===== config.mk =====
export PLATFORM = sky130hd
export DESIGN_NAME = cnt_dly_pipe
export DESIGN_NICKNAME = d
export VERILOG_FILES = /design/src/rtl/cnt_pkg.sv /design/src/rtl/dly_line.sv /design/src/rtl/cnt_dly_pipe.sv
export SDC_FILE = /design/constraint.sdc
export NUM_CORES = 1
export LEC_CHECK = 0
export BUFFER_PORTS_ARGS = -buffer_cell sky130_fd_sc_hd__buf_2
export CORE_MARGIN = 2
export CORE_UTILIZATION = 30
export DETAILED_ROUTE_END_ITERATION = 7
export PLACE_DENSITY = 0.6
export SYNTH_ARGS = -nofsm -noshare
export SYNTH_HDL_FRONTEND = slang
export SYNTH_SLANG_ARGS = --single-unit

===== constraint.sdc =====
create_clock -name clk -period 3.3 [get_ports clk]
set_input_delay 0.33 -clock clk [delete_from_list [all_inputs] [get_ports clk]]
set_output_delay 0.33 -clock clk [all_outputs]
set_load 0.02 [all_outputs]

===== src/rtl/cnt_pkg.sv =====
// Shared definitions for the counter/delay-line block and its benches.
package cnt_pkg;

    typedef enum logic {
        DIR_UP   = 1'b0,
        DIR_DOWN = 1'b1
    } dir_e;

endpackage


===== src/rtl/dly_line.sv =====
// DEPTH-stage registered delay line carrying a data word plus a valid bit.
// The valid bit is injected as 1 on every non-reset edge, so it marks post-reset data.
module dly_line #(
    parameter int WIDTH = 4,
    parameter int DEPTH = 1
) (
    input  logic             clk,
    input  logic             rstn,
    input  logic [WIDTH-1:0] din,
    output logic [WIDTH-1:0] dout,
    output logic             vld
);

    logic [WIDTH-1:0] tap  [DEPTH+1];
    logic             vtap [DEPTH+1];

    assign tap[0]  = din;
    assign vtap[0] = 1'b1;

    genvar gi;
    generate
        for (gi = 0; gi < DEPTH; gi++) begin : g_stage
            logic [WIDTH-1:0] data_reg;
            logic             vld_reg;

            always_ff @(posedge clk) begin
                if (!rstn) begin
                    data_reg <= '0;
                    vld_reg  <= 1'b0;
                end else begin
                    data_reg <= tap[gi];
                    vld_reg  <= vtap[gi];
                end
            end

            assign tap[gi+1]  = data_reg;
            assign vtap[gi+1] = vld_reg;
        end
    endgenerate

    assign dout = tap[DEPTH];
    assign vld  = vtap[DEPTH];

endmodule


===== src/rtl/cnt_dly_pipe.sv =====
// Up/down counter with load, limit flag and a DEPTH-cycle delayed copy of its value.
// Define CNT_SATURATE_EN to make the counter stick at its limits instead of wrapping.
module cnt_dly_pipe
    import cnt_pkg::*;
#(
    parameter int               WIDTH   = 4,
    parameter int               DEPTH   = 1,
    parameter logic [WIDTH-1:0] RST_VAL = '0
) (
    input  logic             clk,
    input  logic             rstn,
    input  logic             en,
    input  logic             load,
    input  logic [WIDTH-1:0] load_val,
    input  dir_e             dir,
    output logic [WIDTH-1:0] cnt_o,
    output logic             wrap_o,
    output logic [WIDTH-1:0] dly_o,
    output logic             dly_vld
);

    logic [WIDTH-1:0] cnt_reg, cnt_next;
    logic             wrap_reg, wrap_next;
    logic             at_limit;

    // Limit depends on direction: all-ones going up, zero going down.
    assign at_limit = (dir == DIR_UP) ? (cnt_reg == {WIDTH{1'b1}}) : (cnt_reg == '0);

    always_comb begin
        cnt_next  = cnt_reg;
        wrap_next = 1'b0;
        if (load) begin
            cnt_next = load_val;
        end else if (en) begin
            wrap_next = at_limit;
`ifdef CNT_SATURATE_EN
            if (!at_limit) begin
                cnt_next = (dir == DIR_UP) ? cnt_reg + WIDTH'(1) : cnt_reg - WIDTH'(1);
            end
`else
            cnt_next = (dir == DIR_UP) ? cnt_reg + WIDTH'(1) : cnt_reg - WIDTH'(1);
`endif
        end
    end

    always_ff @(posedge clk) begin
        if (!rstn) begin
            cnt_reg  <= RST_VAL;
            wrap_reg <= 1'b0;
        end else begin
            cnt_reg  <= cnt_next;
            wrap_reg <= wrap_next;
        end
    end

    assign cnt_o  = cnt_reg;
    assign wrap_o = wrap_reg;

    dly_line #(
        .WIDTH (WIDTH),
        .DEPTH (DEPTH)
    ) u_dly_line (
        .clk  (clk),
        .rstn (rstn),
        .din  (cnt_reg),
        .dout (dly_o),
        .vld  (dly_vld)
    );

endmodule


==> results list <==
- Distinct cell type count of the synthesized netlist: 25
* Most instantiated flip-flop cell in the synthesis netlist: dfxtp_1
- Via-to-Cell Ratio: 4.765
* Time the worst path needs with I/O delays and setup: 1.430 ns
- After detailed routing, the average wire length per cell comes to 10.09 um.
- Setup repair bufs after CTS: 0
- Most common cell after layout, fill and taps aside: buf_2
- Fraction of layout cells with a size suffix above 1: 36.23%
* CTS clk-pin slew, worst paths: 0.07 ns
- Vertical die dimension: 43.50 um
- In this run the deepest clock path goes through 2 buffers.
- RSZ-0062 raised after global routing: no
- At the worst endpoint, the arrival time is 1.63 ns.
- At the placement stage, the worst setup path has a slack of 1.860 ns.
- Mapped Cells: 48
- Setup violations remaining at the end of the flow were counted as 0.
- Share of synthesized area occupied by flip-flops and latches: 42.78%
- In this run the remaining antenna-violating nets after routing total 0.
- Final hold analysis gives a worst-case slack of 0.2851 ns.
- Worst path required time: 3.50 ns
- For this run, the number of standard cells in the final layout without fillers is 85.
- Number of warnings reported in the yosys synthesis log: 0
- Netlist Area Pre-Place: 467.9 um2
* Fraction of registers with async set or reset after synthesis: 0%
* CTS tree: done
- The floorplan step set the die width to 43.50 um.
* Worst path slowest cell: dfxtp_1
- Maximum level of the CTS H-tree: 1
- Worst relative slew slack: 82.03%
- Number of CTS-inserted buffers: 3
- After the last flow step, the layout net total stands at 82.
- The synthesized design contains 10 register bits.
- 1st-pass router iterations: 4
- Worst Path Class, Setup: register to register
- On the final layout, the worst clock skew is 0.007286 ns.
* Area added between synthesis and finish: 30.21%
* Clock sink count: 10
- Type of element launching the critical path: register
- Half-perimeter wire length after detailed placement: 660.6 um
- All-Layer GR Usage: 10.21%
- Count of inserted antenna diode cells: 0
* Initial antenna violation count: 0
- Dividing the final minimum period by the clock period gives 43.34%.
- In this run the count of I/O pins placed on the die edge is 19.
- Dividing total power by cell area gives a power density of 496.9 nW/um2.
- Post-Syn Nets: 60
- The final hold violation count came to 0.
- Across all layers, the routed design uses 405 vias.
- In the layout the commonest cells are 18 x buf_2, 10 x dfxtp_1, 4 x inv_1, 4 x and2_1, 4 x nand2_1.
- Traced cell by cell, the critical path runs through inv_1 -> fa_1 -> xnor2_1 -> mux2i_1 -> a21oi_1.
- First DRT Iteration DRCs: 5
* Starting density of the core: 31.43%
* Run status: complete, no violations
- Maximum fanout encountered on the critical timing path: 7
- The first global-routing pass estimated 1386 um of wire.
* Count of hold buffers inserted by post-cts repair: 0
* Slowest Stage Delay on Critical Path: 0.48 ns
- The synthesized design devotes to its leading area cell type 42.78% of total area.
- Leak Pwr: 0.3038 nW
- Least setup slack across all paths after layout: 1.870 ns
- A synthesized cell averages 9.749 um2.
- PostCTS Resize Cnt: 0
- Capturing element type of the critical path: register
- Placed Cells incl. Taps: 81
- Number of remaining DRC errors: 0
* Root Driver: clkbuf_4
* Slew at the pin with the worst max-slew slack: 0.2693 ns
- Via count of the first global-routing pass: 331
* Largest net degree at the start of global routing: 11
* Max-capacitance violation count: 0
- Max-slew violation count: 0
- Input and output buffers added on the ports amount to 18.
- Area of the core region: 1489 um2
- Site Rows: 14
* Overflow left after global routing: 0
- In the final timing run, aggregate negative setup slack is 0 ns.
- Dominant cell type by area after synthesis: dfxtp_1
- After filler insertion, the fill cell instance count of the layout stands at 159.
* Final Util: 40.92%
- At the end of routability-driven placement, the weighted congestion stood at 0.7707.
- In the post-synthesis netlist, the biggest area contributors are dfxtp_1 43%, and2_1 5.3%, ha_1 5.3%.
* Achievable frequency: 699.2 MHz
- Clock latency at the later pin of the worst-skew pair: 0.26 ns
- Routed wire length: 858 um
- Type of the worst min-delay path: input pin to register
- The die covers 1892 um2.
- VDD sags by at most 0.3319 mV.
- Counting flops with a built-in enable in the synthesized netlist gives 0.
-- cell type report --
cell class | instances | area, um2 | share of cell area, %
timing repair buffer | 18 | 90.09 | 14.78
sequential | 10 | 200.2 | 32.85
clock buffer | 4 | 36.28 | 5.955
tap | 16 | 20.02 | 3.285
inverter | 4 | 15.01 | 2.464
multi-input combinational | 33 | 247.7 | 40.66
-- logic make-up after synthesis --
logic type,count (synthesis),synth area share [%]
simple gates,17,23.00
flops,10,42.78
compound gates,9,12.57
buf+inv,5,4.276
xor+xnor,3,5.616
fa+ha+maj,3,9.625
mux,1,2.139
-- final timing paths --
check | start | slack (ns) | cells past startpoint | to
hold reg to reg | cnt_o[2] | 0.56 | 1 | u_dly_line.dout[2]
setup reg to reg | cnt_o[0] | 1.87 | 5 | cnt_o[2]
setup / recovery | cnt_o[0] | 1.87 | 5 | cnt_o[2]
hold / removal | load_val[0] | 0.29 | 2 | cnt_o[0]
-- Yosys cell counts (2+ instances only) --
| master | number |
|---|---|
| a21oi_1 | 3 |
| and2_1 | 4 |
| dfxtp_1 | 10 |
| ha_1 | 2 |
| inv_1 | 4 |
| nand2_1 | 4 |
| nand3_1 | 2 |
| xnor2_1 | 2 |
-- through the flow --
step | power (W) | instance area, um2
finish | 0.0003028 | 609.3
global route | 0.0003196 | 609.3
CTS | 0.0003069 | 609.3
detailed placement | 0.0001967 | 573.1
global placement | 0.0001963 | 573.1
floorplan | 0.0001770 | 467.9
-- metal layers --
layer | vias to the layer above | global-route usage [%] | part of all wire (%)
met5 | - | 0 | 0
met3 | 0 | 7.500 | 11
li1 | 211 | - | -
met1 | 173 | 13.08 | 47
met4 | 0 | 1.818 | 0
met2 | 21 | 14.03 | 41
-- worst max-delay path, delay by kind of cell, from the launching register on --
kind                     cells  cell delay [ns]
AO/OA/AOI/OAI                1             0.13
XOR/XNOR                     1             0.17
adder cells (fa/ha/maj)      1             0.41
buffers and inverters        1             0.10
flip-flops                   1             0.48
multiplexers                 1             0.09
-- where the power goes --
group | switching, W | internal (W)
Sequential | 0.00000788 | 0.000129
Combinational | 0.0000316 | 0.0000249
Clock | 0.0000428 | 0.0000669
Note: power is estimated with default switching activity, not from simulation.
